$ cat config.mk
export PLATFORM = sky130hd
export DESIGN_NAME = spike_aer_encoder
export DESIGN_NICKNAME = d
export VERILOG_FILES = /design/src/rtl/neuro_pkg.sv /design/src/rtl/sync_fifo.sv /design/src/rtl/spike_aer_encoder.sv
export SDC_FILE = /design/constraint.sdc
export NUM_CORES = 1
export LEC_CHECK = 0
export CELL_PAD_IN_SITES_DETAIL_PLACEMENT = 1
export CELL_PAD_IN_SITES_GLOBAL_PLACEMENT = 2
export CORE_UTILIZATION = 52
export CTS_CLUSTER_SIZE = 25
export DETAILED_ROUTE_END_ITERATION = 10
export DONT_BUFFER_PORTS = 1
export PLACE_DENSITY = 0.9
export SLEW_MARGIN = 0
export SYNTH_ARGS = -nofsm -noshare
export SYNTH_HDL_FRONTEND = slang
export SYNTH_SLANG_ARGS = --single-unit
export TNS_END_PERCENT = 1
$ cat constraint.sdc
create_clock -name clk -period 10.9 [get_ports clk]
set_input_delay 1.635 -clock clk [delete_from_list [all_inputs] [get_ports clk]]
set_output_delay 1.635 -clock clk [all_outputs]
set_load 0.02 [all_outputs]
$ cat src/rtl/neuro_pkg.sv
// Shared widths, the AER event record and the handshake FSM state encoding
// for the spike-to-AER encoder.
package neuro_pkg;
  localparam int NEUR_ADDR_LEN = 8;
  localparam int TS_LEN        = 16;

  typedef struct packed {
    logic [TS_LEN-1:0]        ts;
    logic [NEUR_ADDR_LEN-1:0] addr;
  } aer_event_t;

  typedef enum logic [1:0] {
    IDLE         = 2'd0,
    REQ          = 2'd1,
    WAIT_ACK_LOW = 2'd2
  } aer_state_t;
endpackage

$ cat src/rtl/sync_fifo.sv
// Single-clock FIFO with registered read/write pointers; the head entry is
// always visible on pop_data so the consumer can load it on the popping edge.
module sync_fifo #(
  parameter int WIDTH = 24,
  parameter int DEPTH = 16
) (
  input  logic             clk,
  input  logic             reset,
  input  logic             push,
  input  logic [WIDTH-1:0] push_data,
  input  logic             pop,
  output logic [WIDTH-1:0] pop_data,
  output logic             full,
  output logic             empty
);
  localparam int AW = $clog2(DEPTH);

  logic [WIDTH-1:0] mem_q [DEPTH];
  logic [AW:0]      wr_ptr_q, wr_ptr_d;
  logic [AW:0]      rd_ptr_q, rd_ptr_d;
  logic             do_push, do_pop;

  // Extra pointer bit distinguishes full from empty when the indices match.
  assign empty = (wr_ptr_q == rd_ptr_q);
  assign full  = (wr_ptr_q[AW] != rd_ptr_q[AW]) &&
                 (wr_ptr_q[AW-1:0] == rd_ptr_q[AW-1:0]);

  always_comb begin
    do_pop   = pop && !empty;
    do_push  = push && (!full || do_pop);
    wr_ptr_d = wr_ptr_q + (AW+1)'(do_push);
    rd_ptr_d = rd_ptr_q + (AW+1)'(do_pop);
  end

  always_ff @(posedge clk) begin
    if (reset) begin
      wr_ptr_q <= '0;
      rd_ptr_q <= '0;
    end else begin
      wr_ptr_q <= wr_ptr_d;
      rd_ptr_q <= rd_ptr_d;
    end
  end

  always_ff @(posedge clk) begin
    if (do_push) begin
      mem_q[wr_ptr_q[AW-1:0]] <= push_data;
    end
  end

  assign pop_data = mem_q[rd_ptr_q[AW-1:0]];
endmodule

$ cat src/rtl/spike_aer_encoder.sv
// Stamps neuron spikes with the current timestep, buffers them and offers them
// one at a time over a four-phase AER req/ack link.
module spike_aer_encoder #(
  parameter int NEUR_ADDR_LEN = neuro_pkg::NEUR_ADDR_LEN,
  parameter int TS_LEN        = neuro_pkg::TS_LEN,
  parameter int FIFO_DEPTH    = 16
) (
  input  logic                     clk,
  input  logic                     reset,
  input  logic                     spike_valid,
  input  logic                     spike_in,
  input  logic [NEUR_ADDR_LEN-1:0] spike_addr,
  input  logic                     dt_tick,
  output logic                     aer_req,
  input  logic                     aer_ack,
  output logic [NEUR_ADDR_LEN-1:0] aer_addr,
  output logic [TS_LEN-1:0]        aer_ts,
  output logic                     overflow,
  output logic [7:0]               drop_cnt
);
  import neuro_pkg::*;

  localparam int EW = TS_LEN + NEUR_ADDR_LEN;

  aer_state_t               state_q, state_d;
  logic [TS_LEN-1:0]        ts_q, ts_d;
  logic                     cap_valid_q, cap_valid_d;
  logic [EW-1:0]            cap_event_q, cap_event_d;
  logic                     aer_req_q, aer_req_d;
  logic [NEUR_ADDR_LEN-1:0] aer_addr_q, aer_addr_d;
  logic [TS_LEN-1:0]        aer_ts_q, aer_ts_d;
  logic                     overflow_q, overflow_d;
  logic [7:0]               drop_cnt_q, drop_cnt_d;
  logic                     fifo_push, fifo_pop, fifo_full, fifo_empty, drop;
  logic [EW-1:0]            fifo_head;

  // Spikes are registered first so no input reaches the FIFO flags combinationally.
  always_comb begin
    ts_d        = ts_q + TS_LEN'(dt_tick);
    cap_valid_d = spike_valid && spike_in;
    cap_event_d = cap_event_q;
    if (spike_valid && spike_in) begin
      cap_event_d = {ts_q, spike_addr};
    end
    drop       = cap_valid_q && fifo_full && !fifo_pop;
    fifo_push  = cap_valid_q && !drop;
    overflow_d = overflow_q || drop;
    drop_cnt_d = drop_cnt_q;
    if (drop && (drop_cnt_q != 8'hFF)) begin
      drop_cnt_d = drop_cnt_q + 8'd1;
    end
  end

  always_comb begin
    state_d    = state_q;
    aer_req_d  = aer_req_q;
    aer_addr_d = aer_addr_q;
    aer_ts_d   = aer_ts_q;
    fifo_pop   = 1'b0;
    case (state_q)
      IDLE: begin
        if (!fifo_empty && !aer_ack) begin
          fifo_pop   = 1'b1;
          aer_addr_d = fifo_head[NEUR_ADDR_LEN-1:0];
          aer_ts_d   = fifo_head[EW-1:NEUR_ADDR_LEN];
          aer_req_d  = 1'b1;
          state_d    = REQ;
        end
      end
      REQ: begin
        if (aer_ack) begin
          aer_req_d = 1'b0;
          state_d   = WAIT_ACK_LOW;
        end
      end
      WAIT_ACK_LOW: begin
        // Once ack is low the link is idle; start the next event on the same
        // edge rather than spending a cycle in IDLE.
        if (!aer_ack) begin
          state_d = IDLE;
          if (!fifo_empty) begin
            fifo_pop   = 1'b1;
            aer_addr_d = fifo_head[NEUR_ADDR_LEN-1:0];
            aer_ts_d   = fifo_head[EW-1:NEUR_ADDR_LEN];
            aer_req_d  = 1'b1;
            state_d    = REQ;
          end
        end
      end
      default: begin
        aer_req_d = 1'b0;
        state_d   = IDLE;
      end
    endcase
  end

  always_ff @(posedge clk) begin
    if (reset) begin
      state_q     <= IDLE;
      ts_q        <= '0;
      cap_valid_q <= 1'b0;
      cap_event_q <= '0;
      aer_req_q   <= 1'b0;
      aer_addr_q  <= '0;
      aer_ts_q    <= '0;
      overflow_q  <= 1'b0;
      drop_cnt_q  <= '0;
    end else begin
      state_q     <= state_d;
      ts_q        <= ts_d;
      cap_valid_q <= cap_valid_d;
      cap_event_q <= cap_event_d;
      aer_req_q   <= aer_req_d;
      aer_addr_q  <= aer_addr_d;
      aer_ts_q    <= aer_ts_d;
      overflow_q  <= overflow_d;
      drop_cnt_q  <= drop_cnt_d;
    end
  end

  sync_fifo #(
    .WIDTH (EW),
    .DEPTH (FIFO_DEPTH)
  ) u_fifo (
    .clk       (clk),
    .reset     (reset),
    .push      (fifo_push),
    .push_data (cap_event_q),
    .pop       (fifo_pop),
    .pop_data  (fifo_head),
    .full      (fifo_full),
    .empty     (fifo_empty)
  );

  assign aer_req  = aer_req_q;
  assign aer_addr = aer_addr_q;
  assign aer_ts   = aer_ts_q;
  assign overflow = overflow_q;
  assign drop_cnt = drop_cnt_q;
endmodule

Word-level counts from Yosys, hierarchy flattened --
Memory sizes are Yosys's and may differ from the RTL's. A register that Yosys moved wholly into a read port is not among the register bits. Index checks and enable logic that the tools add are counted.
Word-level totals: register bits after elaboration 87, RAM bits 384, input bits 14, output and inout bits 34, word-level logic and storage cells 72, memories 1
Memory list:
- u_fifo.mem_q | depth 16, width 24, rd ports 1, clocked after memory_dff 1, write ports 1, RTL line sync_fifo.sv:18 | logic [WIDTH-1:0] mem_q [DEPTH];
Operators by class: add/sub/neg operators 4, equal/unequal tests 10, mux-type cells 25, reductions and logical operators 21
Operators with widths (count):
- $mux 16 | 3
- $pmux 16 s2 | 1
- $mux 8 | 3
- $add 16x1->16 | 1
- $pmux 8 s2 | 1
- $add 5x1->5 | 2
- $mux 1 | 10
- $logic_and 1x1->1 | 9
- $add 8x1->8 const B | 1
- $ne 2x2->1 const B | 4
- $ne 8x8->1 const B | 1
- $reduce_and 4->1 | 2
- $mux 2 | 3
- $pmux 2 s3 | 1
- $eq 5x5->1 | 1
- $logic_not 1->1 | 5
- $eq 4x4->1 | 1
- $mux 4 | 1
- $pmux 1 s3 | 1
- $reduce_and 3->1 | 1
- $eq 2x1->1 const B | 1
- $eq 2x2->1 const B | 1
- $logic_not 2->1 | 1
- $logic_or 1x1->1 | 2
- other kinds (3) | 3

Logic depth before layout (Yosys ltp) --
word-level depth 12, depth in mapped cells 10, depth with buffers taken out 9

By module --
From an unflattened synthesis, not the netlist that was laid out.
Second synthesis, totals: cells, all modules 1074, area total of the unflattened synthesis 18376.4 µm²
Modules (own cells, without submodules):
- sync_fifo | instances 1, cells an instance 723, area each 15447.3 µm², seq. area each 11731.3 µm²
- spike_aer_encoder | instances 1, cells an instance 351, area each 2929.1 µm², seq. area each 1541.5 µm²

Worst setup path after synthesis --
OpenSTA, ideal clock, no wires.
kind input to register, from input aer_ack, to memory u_fifo.mem_q[0][0], enable pin, setup time 435 ps, arrival time 4247 ps, data required time 10465 ps, path slack 6218 ps, stages 5, buffers on the path 0, cells stage by stage nor2_1 -> nor2_1 -> a21boi_0 -> or3b_1 -> nor3_1
Between the ends: cells in the longest elaborated chain, start to end 11, elaborated cells on any way between the ends 14, classes of those cells mux (5); reduce/logical (9)
Ends and longest elaborated chain:
- start: declaration | RTL line spike_aer_encoder.sv:15 | input logic aer_ack,
- $logic_not 1->1
- $logic_and 1x1->1 | RTL line spike_aer_encoder.sv:62 | if (!fifo_empty && !aer_ack) begin
- $mux 1 | RTL line spike_aer_encoder.sv:62
- $pmux 1 s2 * | RTL line spike_aer_encoder.sv:60 | case (state_q)
- $logic_not 1->1 | RTL line spike_aer_encoder.sv:45 | drop = cap_valid_q && fifo_full && !fifo_pop;
- $logic_and 1x1->1 | RTL line spike_aer_encoder.sv:45
- $logic_not 1->1 | RTL line spike_aer_encoder.sv:46 | fifo_push = cap_valid_q && !drop;
- $logic_and 1x1->1 | RTL line spike_aer_encoder.sv:46
- $logic_and 1x1->1 * | RTL line sync_fifo.sv:30 | do_push = push && (!full || do_pop);
- $mux 1 * | RTL line sync_fifo.sv:46 | if (do_push) begin
- $mux 1 (implied by the code) * | RTL line sync_fifo.sv:47 | mem_q[wr_ptr_q[AW-1:0]] <= push_data;
- end: declaration | RTL line sync_fifo.sv:18
Mark *: on every way between the ends. The rest lies on a longest branch, timed or not.

Final worst setup path --
from input aer_ack, to memory u_fifo.mem_q[4][13], enable pin
Same word-level chain as after synthesis.

==> report_table.html <==
<table>
<tr><th>Metric</th><th>Value</th></tr>
<tr><th colspan="2">Setup path</th></tr>
<tr><td>Setup slack, reg-to-reg</td><td>7070 ps</td></tr>
<tr><td>Kind of start point of the critical path</td><td>primary input</td></tr>
<tr><td>Kind of critical path</td><td>primary input to flip-flop</td></tr>
<tr><td>Critical Path RT</td><td>between 10,000 and 15,000 ps</td></tr>
<tr><td>Critical path arrival</td><td>4100 ps</td></tr>
<tr><td>Maximum fanout count along the critical path</td><td>13</td></tr>
<tr><td>CP Capture Type</td><td>flip-flop</td></tr>
<tr><th colspan="2">STA</th></tr>
<tr><td>Upper clock frequency limit</td><td>approximately 260 MHz</td></tr>
<tr><td>Slew of the pin with the lowest slew margin</td><td>between 1000 and 1500 ps</td></tr>
<tr><td>Largest clock skew in the final design</td><td>22.5 ps</td></tr>
<tr><td>Final critical path time including I/O delays and setup</td><td>3870 ps</td></tr>
<tr><td>Setup violators final</td><td>0</td></tr>
<tr><td>Final critical-path share of the clock period</td><td>0.355</td></tr>
<tr><td>Hold Fails Final Rpt</td><td>0</td></tr>
<tr><td>RSZ-0062 raised after global routing</td><td>no</td></tr>
<tr><td>Worst slew margin relative to its limit</td><td>0.142</td></tr>
<tr><td>Post-Route Setup TNS</td><td>0 ps</td></tr>
<tr><td>Final Max Slew Viols</td><td>0</td></tr>
<tr><th colspan="2">Layout</th></tr>
<tr><td>Fraction of layout instances using a drive strength above 1</td><td>0.210</td></tr>
<tr><td>Final Net Count</td><td>about 1,000</td></tr>
<tr><td>Antenna diode count</td><td>0</td></tr>
<tr><td>Synthesis-to-finish area growth</td><td>12.2%</td></tr>
<tr><th colspan="2">Run</th></tr>
<tr><td>Max-cap violation count</td><td>0</td></tr>
<tr><th colspan="2">Power and ir drop</th></tr>
<tr><td>Final total power</td><td>~3700 µW</td></tr>
<tr><td>Maximum vdd ir drop</td><td>a little over 0.1 mV</td></tr>
<tr><td>Leakage power total</td><td>between 0.006 and 0.007 µW</td></tr>
<tr><td>Pwr Density</td><td>approximately 190 nW/µm²</td></tr>
<tr><th colspan="2">Synthesis</th></tr>
<tr><td>Post-Syn Area</td><td>between 15,000 and 20,000 µm²</td></tr>
<tr><td>Syn_nets</td><td>981</td></tr>
<tr><td>Top-area cell type share of the netlist area</td><td>0.653</td></tr>
<tr><td>Yosys warnings</td><td>0</td></tr>
<tr><td>Count of unique library cells instantiated by Yosys</td><td>36</td></tr>
<tr><td>Most area-consuming cells after synthesis</td><td>sky130_fd_sc_hd__edfxtp_1 (65%), sky130_fd_sc_hd__mux4_2 (12%), sky130_fd_sc_hd__dfxtp_1 (9.9%), sky130_fd_sc_hd__a22oi_1 (2.0%), sky130_fd_sc_hd__nand2_1 (1.8%)</td></tr>
<tr><td>Ranking of synthesized cells by instance count</td><td>sky130_fd_sc_hd__edfxtp_1 (384), sky130_fd_sc_hd__mux4_2 (96), sky130_fd_sc_hd__dfxtp_1 (87)</td></tr>
<tr><td>Cells after synthesis</td><td>960</td></tr>
<tr><td>Number of flops mapped to enable cells by yosys</td><td>roughly 380</td></tr>
<tr><td>Share of the yosys chip area belonging to registers</td><td>0.751</td></tr>
<tr><td>Syn_area_per_cell</td><td>approximately 18 µm²</td></tr>
<tr><td>Cell taking the most area after synthesis</td><td>sky130_fd_sc_hd__edfxtp_1</td></tr>
<tr><td>Most frequently used cell type in the post-synthesis netlist</td><td>sky130_fd_sc_hd__edfxtp_1</td></tr>
<tr><td>FF+latch count, synth</td><td>471</td></tr>
<tr><td>Fraction of registers with async set/reset</td><td>0</td></tr>
<tr><td>Prevailing post-synth register cell</td><td>sky130_fd_sc_hd__edfxtp_1</td></tr>
<tr><th colspan="2">Routing</th></tr>
<tr><td>Routed WL</td><td>~40,000 µm</td></tr>
<tr><td>Remaining antenna violation count</td><td>0</td></tr>
<tr><td>DRC Markers</td><td>0</td></tr>
<tr><td>WL/cell</td><td>27.7 µm</td></tr>
<tr><td>Detailed-route vias per instance</td><td>a little over 6</td></tr>
<tr><td>Initial DRC Count</td><td>about 770</td></tr>
<tr><td>Vias after detailed routing</td><td>roughly 9,000</td></tr>
<tr><td>DR pass1 iterations</td><td>5</td></tr>
<tr><th colspan="2">Min path</th></tr>
<tr><td>Class of the worst hold path</td><td>flip-flop to flip-flop</td></tr>
<tr><th colspan="2">GRT</th></tr>
<tr><td>Vias in the first global route</td><td>9,712</td></tr>
<tr><td>GRT Total Usage</td><td>0.239</td></tr>
<tr><td>Pin count of the biggest net entering global routing</td><td>67</td></tr>
<tr><td>Initial antenna violation count</td><td>0</td></tr>
<tr><td>Global-route wire length before repair</td><td>61,200 µm</td></tr>
<tr><td>Total grt overflow</td><td>0</td></tr>
<tr><th colspan="2">Clock tree</th></tr>
<tr><td>Number of buffers inserted by hold repair at cts</td><td>0</td></tr>
<tr><td>Number of buffers inserted during clock tree synthesis</td><td>46</td></tr>
<tr><td>Clk buf depth</td><td>3</td></tr>
<tr><td>Count of buffers added by post-CTS timing repair for setup</td><td>0</td></tr>
<tr><td>Clock tree sinks</td><td>~470</td></tr>
<tr><td>Root buffer cell</td><td>sky130_fd_sc_hd__clkbuf_16</td></tr>
<tr><td>Clock transition at the registers of the reported paths</td><td>about 60 ps</td></tr>
<tr><td>Cells resized by post-CTS repair</td><td>0</td></tr>
<tr><td>Clock latency on the worst-skew pair</td><td>about 550 ps</td></tr>
<tr><td>Clock tree from TritonCTS</td><td>done</td></tr>
<tr><td>H-tree lvl count</td><td>2</td></tr>
<tr><th colspan="2">Run status</th></tr>
<tr><td>Run status</td><td>completed</td></tr>
<tr><th colspan="2">Floorplan</th></tr>
<tr><td>Area of the placeable core</td><td>around 33,000 µm²</td></tr>
<tr><td>I/O pin count</td><td>48</td></tr>
<tr><td>Die Area</td><td>around 35,000 µm²</td></tr>
<tr><td>Width of the die</td><td>between 150 and 200 µm</td></tr>
<tr><td>Vertical die dimension</td><td>roughly 190 µm</td></tr>
<tr><td>Standard-cell rows</td><td>67</td></tr>
<tr><td>Initial standard-cell utilization of the core</td><td>0.528</td></tr>
<tr><th colspan="2">Place</th></tr>
<tr><td>GPL Wtd Cong</td><td>roughly 0.75</td></tr>
<tr><td>Number of buffers added on ports</td><td>0</td></tr>
<tr><td>HPWL after detailed placement</td><td>approximately 24,000 µm</td></tr>
</table>
## worst max-delay path, cell delays in order
cell,delay [ps]
sky130_fd_sc_hd__nor2_1,80
sky130_fd_sc_hd__nor2_1,70
sky130_fd_sc_hd__a21boi_0,670
sky130_fd_sc_hd__nand3b_1,400
sky130_fd_sc_hd__nor3_2,870
sky130_fd_sc_hd__buf_4,370
## cell families after synthesis
logic type	after synthesis	synth area share
xor+xnor	24	0.0119
simple gates	182	0.0474
buf+inv	60	0.0147
mux	97	0.123
flops	471	0.751
fa+ha+maj	7	0.00496
compound gates	119	0.0465
## metrics by stage
step	worst slack, ps	instance area [µm²]	cells	hold slack [ps]	util
after floorplan	6220	17700	960	436	-
after global placement	6750	18200	1374	456	0.545
after detailed placement	6540	18200	1374	470	0.545
after CTS	7030	19800	1460	482	0.592
after global routing	6870	19800	1460	499	0.592
final	7030	19800	1460	474	0.592
## power by group
| group | internal [µW] | switching, µW |
|---|---|---|
| Combinational | 53.8 | 57.0 |
| Clock | 1000 | 663 |
| Sequential | 1940 | 28.5 |
## state kept, by name (all words and copies together), names as in the netlist
signal	flops
u_fifo.wr_ptr_q	5
drop_cnt	8
cap_valid_q	1
ts_q	16
overflow	1
aer_addr	8
cap_event_q	24
aer_req	1
u_fifo.mem_q	384
aer_ts	16
state_q	2
u_fifo.rd_ptr_q	5
## placed cells by master, fill, tap and decap left out, types with 16 or more instances in the layout
cell type / netlist / final
sky130_fd_sc_hd__buf_4: 0 / 23
sky130_fd_sc_hd__a22oi_1: 48 / 48
sky130_fd_sc_hd__edfxtp_1: 384 / 384
sky130_fd_sc_hd__clkbuf_16: 0 / 49
sky130_fd_sc_hd__a22o_1: 24 / 24
sky130_fd_sc_hd__xor2_1: 16 / 16
sky130_fd_sc_hd__nand2_1: 84 / 84
sky130_fd_sc_hd__mux4_2: 96 / 96
sky130_fd_sc_hd__nor2_1: 39 / 25
sky130_fd_sc_hd__a21oi_1: 36 / 36
sky130_fd_sc_hd__dfxtp_1: 87 / 85
## final cells by class
| class | instances | area [µm²] |
|---|---|---|
| Inverter | 3 | 11.3 |
| Clock buffer | 64 | 1300 |
| Clock inverter | 22 | 290 |
| Tap cell | 448 | 561 |
| Timing Repair Buffer | 23 | 173 |
| Fill cell | 2907 | 13600 |
| Multi-Input combinational cell | 429 | 4200 |
| Sequential cell | 471 | 13300 |
## path summary, 6_finish.rpt
check                                        start                  end  cells past startpoint
worst max-delay path                       aer_ack  u_fifo.mem_q[4][13]                      6
worst min-delay path                       ts_q[1]       cap_event_q[9]                      2
worst max register to register  u_fifo.rd_ptr_q[1]  u_fifo.mem_q[4][13]                      6
worst min register to register             ts_q[1]       cap_event_q[9]                      2
## per-layer routing
layer / vias up / routed length, µm / share of wire / GRT usage
li1: 3850 / - / - / -
met1: 4722 / 16200 / 0.40 / 0.315
met2: 307 / 20400 / 0.50 / 0.402
met3: 75 / 2830 / 0.070 / 0.0525
met4: 0 / 958 / 0.024 / 0.0696
met5: - / 0 / 0 / 0
Note: power is estimated with default switching activity, not from simulation.
